**src/rtl/relu_pool.sv**
```systemverilog
// Bias + ReLU + 2x2/stride-2 max pooling over one raster-ordered output channel.
// Half-row buffer rb holds pairwise column maxima of the even row until the odd row arrives.
module relu_pool #(
  parameter int DATA_WIDTH = 32,
  parameter int MAX_WIDTH  = 28
) (
  input  logic                  clk,
  input  logic                  srstn,
  input  logic                  start,
  input  logic [4:0]            ofmap_width,
  input  logic [4:0]            ofmap_height,
  input  logic [DATA_WIDTH-1:0] bias,
  input  logic                  in_valid,
  input  logic [DATA_WIDTH-1:0] in_data,
  output logic                  out_valid,
  output logic [DATA_WIDTH-1:0] out_data,
  output logic                  busy,
  output logic                  done
);

  localparam int RB_DEPTH = MAX_WIDTH / 2;
  localparam int RB_AW    = (RB_DEPTH > 1) ? $clog2(RB_DEPTH) : 1;

  typedef enum logic [1:0] {
    S_IDLE = 2'd0,
    S_RUN  = 2'd1,
    S_DONE = 2'd2
  } state_e;

  state_e                state_q, state_d;
  logic [4:0]            width_q, width_d;
  logic [4:0]            height_q, height_d;
  logic [DATA_WIDTH-1:0] bias_q, bias_d;
  logic [4:0]            col_q, col_d;
  logic [4:0]            row_q, row_d;
  logic                  out_valid_q, out_valid_d;
  logic [DATA_WIDTH-1:0] out_data_q, out_data_d;
  logic [DATA_WIDTH-1:0] h_q, h_d;
  logic [DATA_WIDTH-1:0] rb_q [RB_DEPTH];

  logic                  accept;
  logic [DATA_WIDTH-1:0] sum;
  logic [DATA_WIDTH-1:0] x;
  logic                  last_col, last_row;
  logic                  col_tail, row_tail;
  logic [RB_AW-1:0]      rb_idx;
  logic [DATA_WIDTH-1:0] rb_rd;
  logic                  rb_we;
  logic [DATA_WIDTH-1:0] rb_wdata;

  function automatic logic [DATA_WIDTH-1:0] smax(input logic [DATA_WIDTH-1:0] a,
                                                 input logic [DATA_WIDTH-1:0] b);
    return ($signed(a) > $signed(b)) ? a : b;
  endfunction

  always_comb begin
    state_d     = state_q;
    width_d     = width_q;
    height_d    = height_q;
    bias_d      = bias_q;
    col_d       = col_q;
    row_d       = row_q;
    out_valid_d = 1'b0;
    out_data_d  = out_data_q;
    h_d         = h_q;
    rb_we       = 1'b0;
    rb_wdata    = '0;

    accept   = (state_q == S_RUN) && in_valid;
    sum      = in_data + bias_q;
    x        = sum[DATA_WIDTH-1] ? '0 : sum;
    last_col = (col_q == width_q - 5'd1);
    last_row = (row_q == height_q - 5'd1);
    // Trailing column/row of an odd dimension has no partner and is dropped.
    col_tail = width_q[0] && last_col;
    row_tail = height_q[0] && last_row;
    rb_idx   = RB_AW'(col_q >> 1);
    rb_rd    = rb_q[rb_idx];

    case (state_q)
      S_IDLE: begin
        if (start) begin
          width_d  = ofmap_width;
          height_d = ofmap_height;
          bias_d   = bias;
          col_d    = '0;
          row_d    = '0;
          state_d  = S_RUN;
        end
      end
      S_RUN: begin
        if (accept) begin
          if (last_col) begin
            col_d = '0;
            row_d = last_row ? 5'd0 : row_q + 5'd1;
          end else begin
            col_d = col_q + 5'd1;
          end
          if (last_col && last_row) state_d = S_DONE;

          if (!col_tail && !row_tail) begin
            case ({row_q[0], col_q[0]})
              2'b00: h_d = x;
              2'b01: begin
                rb_we    = 1'b1;
                rb_wdata = smax(h_q, x);
              end
              2'b10: h_d = smax(rb_rd, x);
              default: begin
                out_valid_d = 1'b1;
                out_data_d  = smax(h_q, x);
              end
            endcase
          end
        end
      end
      S_DONE:  state_d = S_IDLE;
      default: state_d = S_IDLE;
    endcase
  end

  always_ff @(posedge clk) begin
    if (!srstn) begin
      state_q     <= S_IDLE;
      width_q     <= '0;
      height_q    <= '0;
      bias_q      <= '0;
      col_q       <= '0;
      row_q       <= '0;
      out_valid_q <= 1'b0;
      out_data_q  <= '0;
    end else begin
      state_q     <= state_d;
      width_q     <= width_d;
      height_q    <= height_d;
      bias_q      <= bias_d;
      col_q       <= col_d;
      row_q       <= row_d;
      out_valid_q <= out_valid_d;
      out_data_q  <= out_data_d;
    end
  end

  // Datapath storage is always written before it is read within a map.
  always_ff @(posedge clk) begin
    h_q <= h_d;
    if (rb_we) rb_q[rb_idx] <= rb_wdata;
  end

  assign out_valid = out_valid_q;
  assign out_data  = out_data_q;
  assign busy      = (state_q == S_RUN);
  assign done      = (state_q == S_DONE);

endmodule

```
**config.mk**
```make
export PLATFORM = sky130hd
export DESIGN_NAME = relu_pool
export DESIGN_NICKNAME = d
export VERILOG_FILES = /design/src/rtl/relu_pool.sv
export SDC_FILE = /design/constraint.sdc
export NUM_CORES = 1
export LEC_CHECK = 0
export CORE_UTILIZATION = 25
export CTS_BUF_LIST = sky130_fd_sc_hd__clkbuf_4 sky130_fd_sc_hd__clkbuf_8 sky130_fd_sc_hd__clkbuf_16
export CTS_CLUSTER_DIAMETER = 50
export DETAILED_ROUTE_END_ITERATION = 8
export PLACE_DENSITY = 0.43
export SKIP_CTS_REPAIR_TIMING = 1
export SYNTH_ARGS = -nofsm -noshare
export SYNTH_HDL_FRONTEND = slang
export SYNTH_SLANG_ARGS = --single-unit
```
**constraint.sdc**
```tcl
create_clock -name clk -period 7.6 [get_ports clk]
set_clock_uncertainty 0.1 [all_clocks]
set_input_delay 1.52 -clock clk [delete_from_list [all_inputs] [get_ports clk]]
set_output_delay 1.52 -clock clk [all_outputs]
set_load 0.01 [all_outputs]
```
==> metrics.cfg, run 1 <==
[synthesis]
synth-seq-cells=571
yosysSeqAreaShare=0.6289
synthCells=1793
ys_warn_count=0
postSynthAreaPerCell_um2=14.40
synth_edf_count=480
synth_mux_area_frac=0.1366
synth_cell_types=71
synth-simple-area-share=0.06228
synth_ff_type=edfxtp_1
synth_fa_ha_area_frac=0.04682
post_synth_xor_area_fraction=0.01323
ys_async_sr_fraction=0
synth_area_um2=25820
synth_compound_area_frac=0.08671
synth_top_family_by_area=multiplexers

[min_path]
hp-start=out_data[31]$_SDFFE_PN0P_
hold_path_class=reg2reg

[floorplan]
dieHeight_um=323.3
rows=117
core-area_um2=102000
ios=113
start_util=0.2530
die_w_um=323.3
dieArea_um2=104600

[setup_path]
cp-end-kind=flop
cp.buffers_inverters=4
r2r-start=bias_q[0]$_SDFFE_PN0P_
reg2reg_depth=24
startpoint_type=primary input
timing.critical_path.required_ps=7810
cp.depth=25
crit_end=rb_q[3][16]$_DFFE_PP_
path_class=in2reg
worstPathArrival_ps=7470
crit_family=compound AO/OA/AOI/OAI gates
worstPathMaxFanout=14
worstSetupStartpoint=in_data[0]
slowest_stage=nor2_1
cp_slowest_stage_delay_ps=630
r2r_setup_slack_ps=1310
timing.rr.end=rb_q[3][16]$_DFFE_PP_

[sta]
slew_viol_final=0
post-route-period-util=0.9547
final_period_minus_worst_setup_slack_ps=7256
rsz0062_at_grt=no
setup_violations=0
tightest_slew_ps=1016
relSlewSlack=0.3228
max_freq_mhz=137.8
hold_violations=0

[global_routing]
grt_first_pass_wirelength_um=111000
grt_start_max_net_pins=73
grt_overflow=0
antenna_found_initial=0
first_global_vias=16688
grtUsageTotal=0.1468

[layout]
drive_above_1_share=0.2254
final_cell_mix=edfxtp_1, buf_4, nand2_1
finalInstanceArea_um2=32420
area_growth_pct=25.58
final_util=0.3177
fillCellCount=10013
n_antenna_cell=0
final_common_cell=edfxtp_1
nets=2265

[cts]
cts_sinks=571
clock_latency_ps=630
cts_tree=built
cts-root-buf=clkbuf_16
htree_levels=3
numCtsBuffers=73
clockBufferDepth=3
cts.clk_slew.worst_paths_ps=60

[power_and_ir_drop]
p_per_area_nw_per_um2=236.2
peakVddDrop_uv=126.1
p_leak_nw=11.48

[flow_run]
max-cap-violations=0

[drt]
num_vias=15917
drt-pass1-iter-count=4
drc=0
antenna_left=0
vias_per_cell=4.522
avgRoutedWirePerCell_um=21.71
dr.first_iter.drc_count=976
wl_um=76400

[placed_design]
post_dp_cell_area_um2=29930
hpwl_um=49140
port_buffers=112
gp_congestion=0.8299

[run_status]
status=completed

==> cells in the mapped netlist (all sizes together), types with 24 or more instances <==
cell type | n | share of area
nand2 | 173 | 0.025
a21boi | 45 | 0.013
clkbuf | 57 | 0.0083
mux2i | 95 | 0.037
edfxtp | 480 | 0.56
a21oi | 85 | 0.017
o211ai | 34 | 0.010
nor2 | 84 | 0.012
ha | 95 | 0.046
mux2 | 32 | 0.014
a21o | 33 | 0.0096
o21a | 33 | 0.0096
buf | 30 | 0.0060
mux4 | 98 | 0.085
xnor2 | 24 | 0.0081
o21ai | 58 | 0.011
dfxtp | 91 | 0.071
inv | 76 | 0.011
==> layout make-up <==
class	instances	area [um2]	share of cell area
multi-input cells	1073	9111	0.2810
flip-flops and latches	571	16250	0.5012
repair buffers	296	2589	0.07985
clock buffers	95	2039	0.06291
inverters	76	285.3	0.008800
clock inverters	41	434.2	0.01339
well taps	1368	1712	0.05280
==> cell families (layout without fill, tap and decap cells) <==
family	Yosys count	count (layout)
buffers and inverters	163	508
XOR/XNOR	39	39
AND/OR/NAND/NOR	362	362
other	1	15
adder cells (fa/ha/maj)	96	96
flip-flops	571	571
multiplexers	225	225
AO/OA/AOI/OAI	336	336
==> layer usage <==
layer / part of all wire / GRT usage / vias up / routed length (um)
li1: - / - / 7465 / -
met1: 0.45 / 0.1893 / 8019 / 34170
met2: 0.49 / 0.2501 / 341 / 37200
met3: 0.046 / 0.02636 / 92 / 3512
met4: 0.020 / 0.04213 / 0 / 1513
met5: 0 / 0 / - / 0
==> metrics by stage <==
stage	instances	power, W	setup TNS (ps)	hold WS [ps]	setup slack (ps)
after global routing	3520	0.007940	0	388.0	30.31
after floorplan	1807	0.003880	0	347.2	667.4
after CTS	3520	0.007748	0	373.9	95.93
after global placement	3384	0.004234	-208620	363.0	-545.1
final	3520	0.007656	0	360.9	344.0
after detailed placement	3384	0.004234	-203370	364.4	-537.5
==> flip-flops by register name, summed over array words and instances, names as in the netlist, named ones only <==
signal	flops
bias_q	32
h_q	32
rb_q	448
out_data	32
row_q	5
width_q	5
state_q	2
height_q	5
out_valid	1
col_q	5
==> worst min path at each step <==
stage	endpoint	depth (start not counted)	slack [ps]
floorplan	bias_q[10]$_SDFFE_PN0P_	2	350
global placement	bias_q[7]$_SDFFE_PN0P_	2	360
detailed placement	out_data[31]$_SDFFE_PN0P_	2	360
CTS	bias_q[2]$_SDFFE_PN0P_	2	370
global route	out_data[31]$_SDFFE_PN0P_	2	390
finish	out_data[31]$_SDFFE_PN0P_	2	360
==> where the power goes <==
group	internal, W	switching, W	total (W)
combinational	0.000360	0.000396	0.000756
clock	0.00208	0.00141	0.00348
sequential	0.00339	0.0000260	0.00342
==> worst reg2reg max path, stage by stage (launching register included) <==
cell,delay (ps)
dfxtp_1,350
ha_1,250
fa_1,410
a21o_1,190
a221o_1,320
o211ai_2,220
a21boi_1,150
a31o_2,270
a21o_1,190
a211o_1,300
nand3_1,130
ha_1,240
and3_1,200
a221o_1,320
a21o_1,190
a2111oi_2,420
buf_4,180
o221ai_1,120
nor2_1,150
nor3_1,60
buf_4,140
mux2i_4,200
buf_4,180
mux2i_1,90
nor2_1,630
Note: power is estimated with default switching activity, not from simulation.
==> inputs of run 2 (changes only) <==
--- a/config.mk
+++ b/config.mk
@@ -7,8 +7,8 @@
 export LEC_CHECK = 0
 export CORE_UTILIZATION = 25
 export CTS_BUF_LIST = sky130_fd_sc_hd__clkbuf_4 sky130_fd_sc_hd__clkbuf_8 sky130_fd_sc_hd__clkbuf_16
-export CTS_CLUSTER_DIAMETER = 50
 export DETAILED_ROUTE_END_ITERATION = 8
+export HOLD_SLACK_MARGIN = 0.15
 export PLACE_DENSITY = 0.43
 export SKIP_CTS_REPAIR_TIMING = 1
 export SYNTH_ARGS = -nofsm -noshare
==> run 2 against run 1 <==
- die area is the same
- critical path depth did not move
- utilization is 0.53 points lower
- sequential power barely moved
- highest routed layer unchanged
==> metrics.cfg, run 2 (same netlist as run 1, synthesis figures left out) <==
[floorplan]
dieArea_um2=104600  ; unchanged
core-area_um2=102000  ; unchanged
die_w_um=323.3  ; unchanged
rows=117  ; unchanged
dieHeight_um=323.3  ; unchanged
ios=113  ; unchanged
start_util=0.2530  ; unchanged

[layout]
regMostFlops=rb_q
area_growth_pct=23.47
drive_above_1_share=0.2150  ; -0.01035
finalInstanceArea_um2=31880  ; -1.7%
n_antenna_cell=0  ; unchanged
fillCellCount=10082  ; +0.69%
largest_register_ff_count=448  ; unchanged
final_common_cell=edfxtp_1
nets=2253  ; -0.53%
final_cell_mix=edfxtp_1, buf_4, nand2_1
final_util=0.3124  ; -0.005322

[global_routing]
grt_overflow=0  ; unchanged
antenna_found_initial=0  ; unchanged
grtUsageTotal=0.1458  ; -0.0009624
first_global_vias=16563  ; -0.75%
grt_first_pass_wirelength_um=110700  ; -0.20%
grt_start_max_net_pins=73  ; unchanged

[sta]
relSlewSlack=0.3248  ; +0.002015
post-route-period-util=0.9476  ; -0.007090
hold_slack_ps=361.6  ; +0.6220 ps
tns_ps=0  ; unchanged
rsz0062_at_grt=no
tightest_slew_ps=1013  ; -3.023 ps
setup_violations=0  ; unchanged
final_period_minus_worst_setup_slack_ps=7202  ; -53.88 ps
max_freq_mhz=138.8  ; +0.75%
hold_violations=0  ; unchanged
slew_viol_final=0  ; unchanged

[drt]
antenna_left=0  ; unchanged
dr.first_iter.drc_count=1014  ; +3.9%
avgRoutedWirePerCell_um=21.80  ; +0.42%
drc=0  ; unchanged
drt-pass1-iter-count=7  ; +3
vias_per_cell=4.516  ; -0.13%
wl_um=76240  ; -0.21%
num_vias=15797  ; -0.75%

[power_and_ir_drop]
p_leak_nw=11.23  ; -2.2%
p_per_area_nw_per_um2=220.6  ; -6.6%
peakVddDrop_uv=218.7  ; +73%
total_power_w=0.007032  ; -8.1%

[cts]
cts.clk_slew.worst_paths_ps=60  ; about the same
cts-root-buf=clkbuf_16
numCtsBuffers=61  ; -16%
cts_sinks=571  ; unchanged
clock_latency_ps=640  ; about the same
htree_levels=2  ; -1
cts_tree=built
clockBufferDepth=3  ; unchanged

[placed_design]
port_buffers=112  ; unchanged
post_dp_cell_area_um2=29930  ; unchanged
gp_congestion=0.8299  ; unchanged
hpwl_um=49140  ; unchanged

[setup_path]
timing.critical_path.required_ps=7820  ; about the same
startpoint_type=primary input
worstPathArrival_ps=7430  ; -40 ps
cp-end-kind=flop
worstPathMaxFanout=14  ; unchanged
path_class=in2reg

[run_status]
status=completed

[flow_run]
max-cap-violations=0  ; unchanged

[min_path]
hold_path_class=reg2reg

==> run 2: changes by cell type in the layout (fill, tap and decap cells not counted), sizes merged <==
cell | before | now
clkinvlp | 7 | 5
inv | 88 | 77
bufinv | 4 | 0
clkinv | 18 | 23
clkbuf | 95 | 85
==> run 2: per-stage QoR <==
step	instances	setup WS, ps
2_1_floorplan	1807	667.4
3_3_place_gp	3384	-545.1
3_5_place_dp	3384	-537.5
4_1_cts	3498	103.1
5_1_grt	3498	49.32
6_report	3498	397.9
==> run 2: worst max-delay path, cell delays in order <==
cell and delay (ps):
clkdlybuf4s50_1 410, ha_1 250, fa_1 410, a21o_1 190
a221o_1 320, o211ai_2 220, a21boi_1 140, a31o_2 270
a21o_1 190, a211o_1 300, nand3_1 130, ha_1 240
and3_1 210, a221o_1 320, a21o_1 190, a2111oi_2 410
buf_4 170, o221ai_1 120, nor2_1 130, nor3_1 50
buf_4 140, mux2i_4 200, buf_4 190, mux2i_1 90
nor2_1 590
==> run 2: area by class of cell <==
| type | count | area (um2) | share of cell area |
|---|---|---|---|
| timing repair buffer | 296 | 2589 | 0.08121 |
| inverter | 76 | 285.3 | 0.008950 |
| multi-input combinational | 1073 | 9111 | 0.2858 |
| clock buffer | 85 | 1767 | 0.05542 |
| clock inverter | 29 | 163.9 | 0.005142 |
| sequential | 571 | 16250 | 0.5097 |
| tap | 1368 | 1712 | 0.05370 |
==> run 2: report_power, final <==
group / total [W] / internal, W / leakage, nW / switching, W
clock network: 0.00286 / 0.00162 / 0.961 / 0.00124
registers: 0.00341 / 0.00339 / 5.41 / 0.0000258
logic: 0.000758 / 0.000360 / 4.86 / 0.000397
total: 0.00703 / 0.00537 / 11.2 / 0.00166
==> run 2: worst paths after layout <==
path                                   from                   endpoint  slack, ps  cells past startpoint
setup reg to reg     bias_q[0]$_SDFFE_PN0P_       rb_q[9][0]$_DFFE_PP_       1360                     24
hold / removal    out_data[31]$_SDFFE_PN0P_  out_data[31]$_SDFFE_PN0P_        360                      2
hold reg to reg   out_data[31]$_SDFFE_PN0P_  out_data[31]$_SDFFE_PN0P_        360                      2
setup / recovery                 in_data[0]       rb_q[9][0]$_DFFE_PP_        400                     25
==> run 2: metal layers <==
layer	global-route usage	wire length, um	vias up
li1	-	-	7418
met1	0.1896	34180	7970
met2	0.2503	37190	318
met3	0.02342	3307	91
met4	0.03844	1562	0
met5	0	0	-
==> inputs of run 3 (changes only) <==
--- a/config.mk
+++ b/config.mk
@@ -11,6 +11,7 @@
 export HOLD_SLACK_MARGIN = 0.15
 export PLACE_DENSITY = 0.43
 export SKIP_CTS_REPAIR_TIMING = 1
+export SLEW_MARGIN = 20
 export SYNTH_ARGS = -nofsm -noshare
 export SYNTH_HDL_FRONTEND = slang
 export SYNTH_SLANG_ARGS = --single-unit
==> results of run 3 <==
The final DEF is identical to that of run 2; final timing and power are the same.
